[src/rtl/tick_divider_pkg.sv]
// Shared constants and types for the tick divider bank.
package tick_divider_pkg;

    localparam logic MODE_PERIODIC = 1'b0;
    localparam logic MODE_ONESHOT  = 1'b1;

    localparam int unsigned TDB_WIDTH       = 14;
    localparam int unsigned TDB_DEFAULT_DIV = 500;

    // Storage width of the divisor field. It is wide enough for any WIDTH.
    // Channels only ever load zero-extended WIDTH-bit values into it.
    localparam int unsigned TDB_MAX_WIDTH = 32;

    typedef struct packed {
        logic [TDB_MAX_WIDTH-1:0] div;
        logic                     mode;
    } ch_cfg_t;

endpackage

[src/rtl/tick_divider_ch.sv]
// One divider channel: config registers, counter, and tick/sq/done outputs.
module tick_divider_ch
    import tick_divider_pkg::*;
#(
    parameter int unsigned WIDTH       = TDB_WIDTH,
    parameter int unsigned DEFAULT_DIV = TDB_DEFAULT_DIV
) (
    input  logic             clk,
    input  logic             reset,
    input  logic             en,
    input  logic             sync,
    input  logic             wr_hit,
    input  logic [WIDTH-1:0] wr_div,
    input  logic             wr_mode,
    output logic             tick,
    output logic             sq,
    output logic             done
);

    ch_cfg_t          cfg_q, cfg_d;
    logic             armed_q, armed_d;
    logic [WIDTH-1:0] count_q, count_d;
    logic             tick_q, tick_d;
    logic             sq_q, sq_d;

    logic active;
    logic terminal;

    // The upper divisor bits are always zero, so a full-width compare equals a WIDTH-bit one.
    // A divisor of zero never reaches the compare, so div-1 cannot underflow.
    always_comb begin
        active   = en && (cfg_q.div != '0) && ((cfg_q.mode == MODE_PERIODIC) || armed_q);
        terminal = active && (TDB_MAX_WIDTH'(count_q) == (cfg_q.div - TDB_MAX_WIDTH'(1)));
    end

    // Next state, in priority order: write, sync, terminal, count.
    always_comb begin
        cfg_d   = cfg_q;
        armed_d = armed_q;
        count_d = count_q;
        tick_d  = 1'b0;
        sq_d    = sq_q;
        if (wr_hit) begin
            cfg_d.div  = TDB_MAX_WIDTH'(wr_div);
            cfg_d.mode = wr_mode;
            armed_d    = 1'b1;
            count_d    = '0;
            sq_d       = 1'b0;
        end else if (sync) begin
            count_d = '0;
        end else if (terminal) begin
            count_d = '0;
            tick_d  = 1'b1;
            sq_d    = ~sq_q;
            if (cfg_q.mode == MODE_ONESHOT) begin
                armed_d = 1'b0;
            end
        end else if (active) begin
            count_d = count_q + WIDTH'(1);
        end
    end

    // State register with synchronous reset to the default divisor.
    always_ff @(posedge clk) begin
        if (reset) begin
            cfg_q.div  <= TDB_MAX_WIDTH'(DEFAULT_DIV);
            cfg_q.mode <= MODE_PERIODIC;
            armed_q    <= 1'b1;
            count_q    <= '0;
            tick_q     <= 1'b0;
            sq_q       <= 1'b0;
        end else begin
            cfg_q   <= cfg_d;
            armed_q <= armed_d;
            count_q <= count_d;
            tick_q  <= tick_d;
            sq_q    <= sq_d;
        end
    end

    assign tick = tick_q;
    assign sq   = sq_q;
    assign done = (cfg_q.mode == MODE_ONESHOT) && !armed_q;

endmodule

[src/rtl/tick_divider_bank.sv]
// Bank of independent programmable tick dividers with a shared write port and sync.
module tick_divider_bank
    import tick_divider_pkg::*;
#(
    parameter int unsigned NUM_CH      = 4,
    parameter int unsigned WIDTH       = TDB_WIDTH,
    parameter int unsigned DEFAULT_DIV = TDB_DEFAULT_DIV,
    localparam int unsigned CH_W       = (NUM_CH > 1) ? $clog2(NUM_CH) : 1
) (
    input  logic              clk,
    input  logic              reset,
    input  logic [NUM_CH-1:0] en,
    input  logic              sync,
    input  logic              wr_en,
    input  logic [CH_W-1:0]   wr_ch,
    input  logic [WIDTH-1:0]  wr_div,
    input  logic              wr_mode,
    output logic [NUM_CH-1:0] tick,
    output logic [NUM_CH-1:0] sq,
    output logic [NUM_CH-1:0] done
);

    logic [NUM_CH-1:0] wr_hit;

    // Decode the write address; addresses beyond the last channel match nothing.
    always_comb begin
        wr_hit = '0;
        for (int i = 0; i < int'(NUM_CH); i++) begin
            if (wr_en && (wr_ch == CH_W'(i))) begin
                wr_hit[i] = 1'b1;
            end
        end
    end

    for (genvar g = 0; g < int'(NUM_CH); g++) begin : g_ch
        tick_divider_ch #(
            .WIDTH       (WIDTH),
            .DEFAULT_DIV (DEFAULT_DIV)
        ) u_ch (
            .clk     (clk),
            .reset   (reset),
            .en      (en[g]),
            .sync    (sync),
            .wr_hit  (wr_hit[g]),
            .wr_div  (wr_div),
            .wr_mode (wr_mode),
            .tick    (tick[g]),
            .sq      (sq[g]),
            .done    (done[g])
        );
    end

endmodule

[config.mk]
export PLATFORM = sky130hd
export DESIGN_NAME = tick_divider_bank
export DESIGN_NICKNAME = d
export VERILOG_FILES = /design/src/rtl/tick_divider_pkg.sv /design/src/rtl/tick_divider_ch.sv /design/src/rtl/tick_divider_bank.sv
export SDC_FILE = /design/constraint.sdc
export NUM_CORES = 1
export LEC_CHECK = 0
export ABC_AREA = 1
export CAP_MARGIN = 30
export CORE_ASPECT_RATIO = 1.2
export CORE_UTILIZATION = 55
export CTS_BUF_LIST = sky130_fd_sc_hd__clkbuf_4
export DETAILED_ROUTE_END_ITERATION = 12
export PLACE_DENSITY = 0.85
export SYNTH_ARGS = -nofsm -noshare
export SYNTH_HDL_FRONTEND = slang
export SYNTH_SLANG_ARGS = --single-unit
[constraint.sdc]
create_clock -name clk -period 2 [get_ports clk]
set_input_delay 0.4 -clock clk [delete_from_list [all_inputs] [get_ports clk]]
set_output_delay 0.4 -clock clk [all_outputs]
set_load 0.01 [all_outputs]
==> results summary <==
The DRC marker count from the first detailed-route iteration is 522. The cell internal power dissipation is 3490 uW. The proportion of register bits with asynchronous set or reset after synthesis came out at 0%. The flow ran to the end, and the final reports show no timing, DRC or antenna violations. The via density per instance came out at 5.27. The synthesis-stage register bit count is 128. The hold buffer count at cts came out at 0. The detailed-routing iteration count for the pre-antenna-repair pass came out at 6. The distinct cell type count of the synthesized netlist came out at 41. The total nets after synthesis came out at 1298.

The post-layout utilization of the core is 65.1%. The required time of the critical path is 2.47 ns. The proportion of total power due to net switching came out at 30.8%. The total number of H-tree levels came out at 4. STA classifies the critical path startpoint as a register. TritonCTS built the clock tree.

The area growth from synthesis to final layout is 14.8%. The number of buffers on the longest clock path came out at 2. The floorplan step defined a die boundary enclosing 0.0154 mm2. The worst setup timing slack at the placement stage came out at -0.0802 ns. Among all flip-flop cells after synthesis, the most frequent one is sky130_fd_sc_hd__dfxtp_1. The area share of the largest cell type after synthesis came out at 31.2%. The combinational fraction of design power came out at 14.0%. The final instance area came out at 0.00942 mm2. Row generation in the floorplan step produced 48 rows. The switching power is 1550 uW. The via count of the first global-routing pass came out at 7385. After synthesis, the cell types taking the most area are sky130_fd_sc_hd__dfxtp_1 (31%), sky130_fd_sc_hd__nand2_1 (14%), sky130_fd_sc_hd__nor2_1 (8.1%). The root buffer cell chosen for the clock tree is sky130_fd_sc_hd__clkbuf_4. During synthesis, Yosys emitted a total of 0 warnings.

Total power for the finished layout comes to 5040 uW. The worst relative slew slack is 69.8%. At the pin with the least slew margin, the transition time is 0.449 ns.

The starting density of the core came out at 56.7%. The final hold violation count is 0. In the synthesized netlist, the number of instances is 1261. The worst setup skew after layout is 0.0210 ns. The clock insertion delay at the later pin of the skew report is 0.57 ns.

The number of I/O pins came out at 37. The share of final-layout standard cells stronger than drive strength 1 is 14.3%. The worst setup slack for register-to-register paths is 0.1 ns. The largest net degree at the start of global routing is 25. The clock group share of total power came out at 32.5%. The first global-routing pass estimated 33100 um of wire. Summed over all cells, the static leakage comes to 0.00402 uW. The least setup slack across all paths after layout came out at 0.0957 ns. The count of nets after finishing is 1364.

The via count is 8115. In the layout the commonest cells are sky130_fd_sc_hd__nand2_1 (305), sky130_fd_sc_hd__nor2_1 (168), sky130_fd_sc_hd__inv_1 (148), sky130_fd_sc_hd__dfxtp_1 (122), sky130_fd_sc_hd__nand3_1 (79). The number of sinks handled by clock tree synthesis came out at 128.

The routed wire length came out at 20500 um. For this design the ratio of total power to cell area is 536 mW/mm2. The clock-pin slew on the worst setup and hold paths is 0.13 ns. The worst hold path belongs to the class register to register.

The final count of pins violating max slew is 0. The number of input and output port buffers inserted came out at 36. The die extent in y is 136 um. The number of antenna violations at the first check in global routing is 1. The power share of the sequential group came out at 53.5%.

The most common cell after layout, fill and taps aside is sky130_fd_sc_hd__nand2_1. The number of remaining DRC errors is 0. The filler cells instantiated in the layout total 1251.

The worst hold margin is 0.462 ns. The synthesized area per cell came out at 6.51 um2. The top fanout value on the critical path is 5. The area of the mapped netlist is 0.00820 mm2. The die is 113 um wide. The critical path arrival came out at 2.37 ns.

At the end of routability-driven placement, the weighted congestion stood at 0.881. The timing-limited maximum frequency came out at 525 MHz. The number of antenna-violating nets in the routed design came out at 0. The portion of the post-synthesis area used by sequential elements is 31.2%. IR analysis of the VDD net gives a maximum drop of 419 uV. STA classifies the critical path endpoint as a register. The half-perimeter wire length after detailed placement came out at 15200 um. In the final routed layout, each cell accounts on average for 13.3 um. The total CTS buffers came out at 17. The overall global routing resource usage is 27.1%. The area after detailed placement is 0.00891 mm2.

The critical path is of the register to register type. The remaining global-route overflow came out at 0. The post-route fraction of the period consumed by the critical path is 95.2%.

Yosys mapped a number of flops with a built-in enable equal to 0. The core region area is 0.0145 mm2. The post-route minimum period came out at 1.90 ns.

The total of max-cap violations came out at 0. The number of endpoints failing setup at the final stage came out at 0. The synthesized design spends more area on one cell type than any other, namely sky130_fd_sc_hd__dfxtp_1.
-- cells in the mapped netlist (8+ instances only) --
library cell and count:
sky130_fd_sc_hd__nor3_1 28, sky130_fd_sc_hd__nor3b_1 10, sky130_fd_sc_hd__dfxtp_1 128, sky130_fd_sc_hd__o21ai_0 59, sky130_fd_sc_hd__and2_1 8, sky130_fd_sc_hd__buf_4 12, sky130_fd_sc_hd__nand4_1 22, sky130_fd_sc_hd__a21oi_1 51
sky130_fd_sc_hd__nor2_4 9, sky130_fd_sc_hd__nand2_2 14, sky130_fd_sc_hd__nand3b_1 11, sky130_fd_sc_hd__a21oi_2 14, sky130_fd_sc_hd__o211ai_1 8, sky130_fd_sc_hd__xor2_1 46, sky130_fd_sc_hd__nand2_1 308, sky130_fd_sc_hd__nor2_2 24
sky130_fd_sc_hd__inv_1 153, sky130_fd_sc_hd__nor2_1 178, sky130_fd_sc_hd__nand3_1 81, sky130_fd_sc_hd__clkbuf_1 16, sky130_fd_sc_hd__xnor2_1 28, sky130_fd_sc_hd__ha_1 12
-- power groups by stage --
stage | Combinational, uW | Clock [uW] | Sequential, uW
floorplan | 460 | 0 | 2730
global placement | 642 | 0 | 2750
detailed placement | 657 | 0 | 2750
CTS | 661 | 1650 | 2690
global route | 792 | 1750 | 2710
finish | 708 | 1640 | 2700
-- through the flow --
step           setup TNS (ns)  cells
4_1_cts                     0   1535
3_3_place_gp           -0.628   1503
2_1_floorplan               0   1261
5_1_grt                -0.206   1541
3_5_place_dp            -1.33   1503
6_report                    0   1541
-- metal layers --
| layer | vias up | track usage (%) | part of all wire [%] |
|---|---|---|---|
| met4 | 0 | 12.0 | 2.9 |
| met1 | 3726 | 31.7 | 42 |
| met3 | 54 | 4.07 | 4.8 |
| li1 | 4130 | - | - |
| met5 | - | 0 | 0 |
| met2 | 205 | 48.6 | 51 |
-- kinds of logic after synthesis --
logic type | share of synthesized area [%]
and+or+nand+nor | 39.7
buffers and inverters | 9.90
AOI/OAI and AO/OA | 9.39
DFF | 31.2
xor gates and xnor gates | 7.90
adders and majority gates | 1.83
-- worst max-delay path, cell delays in order, from the launching register on --
cell and delay (ns):
sky130_fd_sc_hd__dfxtp_2 0.35, sky130_fd_sc_hd__inv_1 0.11, sky130_fd_sc_hd__ha_4 0.18, sky130_fd_sc_hd__nand3_4 0.11, sky130_fd_sc_hd__nor2_4 0.16, sky130_fd_sc_hd__nand2_1 0.07
sky130_fd_sc_hd__nand2_1 0.11, sky130_fd_sc_hd__nand3_1 0.08, sky130_fd_sc_hd__nor2_1 0.09, sky130_fd_sc_hd__nand3b_1 0.09, sky130_fd_sc_hd__nor2_2 0.15, sky130_fd_sc_hd__inv_2 0.06
sky130_fd_sc_hd__buf_4 0.14, sky130_fd_sc_hd__nand3_1 0.05, sky130_fd_sc_hd__nor2_1 0.04
-- sequential cells by signal (all words and copies together), names as in the netlist --
register and flops:
g_ch.u_ch.count_q 56, g_ch.u_ch.armed_q 4, g_ch.u_ch.cfg_q 60, g_ch.u_ch.tick 4
g_ch.u_ch.sq 4
-- timing repair --
| item | 4_1_cts | 5_1_grt |
|---|---|---|
| buffers inserted | 0 | 4 |
| pin swaps | 0 | 11 |
| endpoints found under the setup margin | 3 | 68 |
| cloned | 0 | 1 |
| gates resized for setup | 4 | 57 |
-- worst paths after layout --
check	depth (start not counted)	start	end
max reg2reg	14	g_ch[2].u_ch.cfg_q[1]	g_ch[2].u_ch.count_q[2]
min reg2reg	2	g_ch[2].u_ch.armed_q	g_ch[2].u_ch.armed_q
min	2	g_ch[2].u_ch.armed_q	g_ch[2].u_ch.armed_q
max	14	g_ch[2].u_ch.cfg_q[1]	g_ch[2].u_ch.count_q[2]
-- cell type report --
type / instances / area (um2) / share of cell area [%]
tap: 200 / 250 / 2.66
sequential: 128 / 2570 / 27.3
multi-input combinational: 943 / 5050 / 53.6
inverter: 155 / 582 / 6.18
timing repair buffer: 82 / 717 / 7.61
antenna: 1 / 2.50 / 0.0266
clock buffer: 17 / 128 / 1.36
clock inverter: 15 / 121 / 1.29
(Power assumes the default switching activity.)
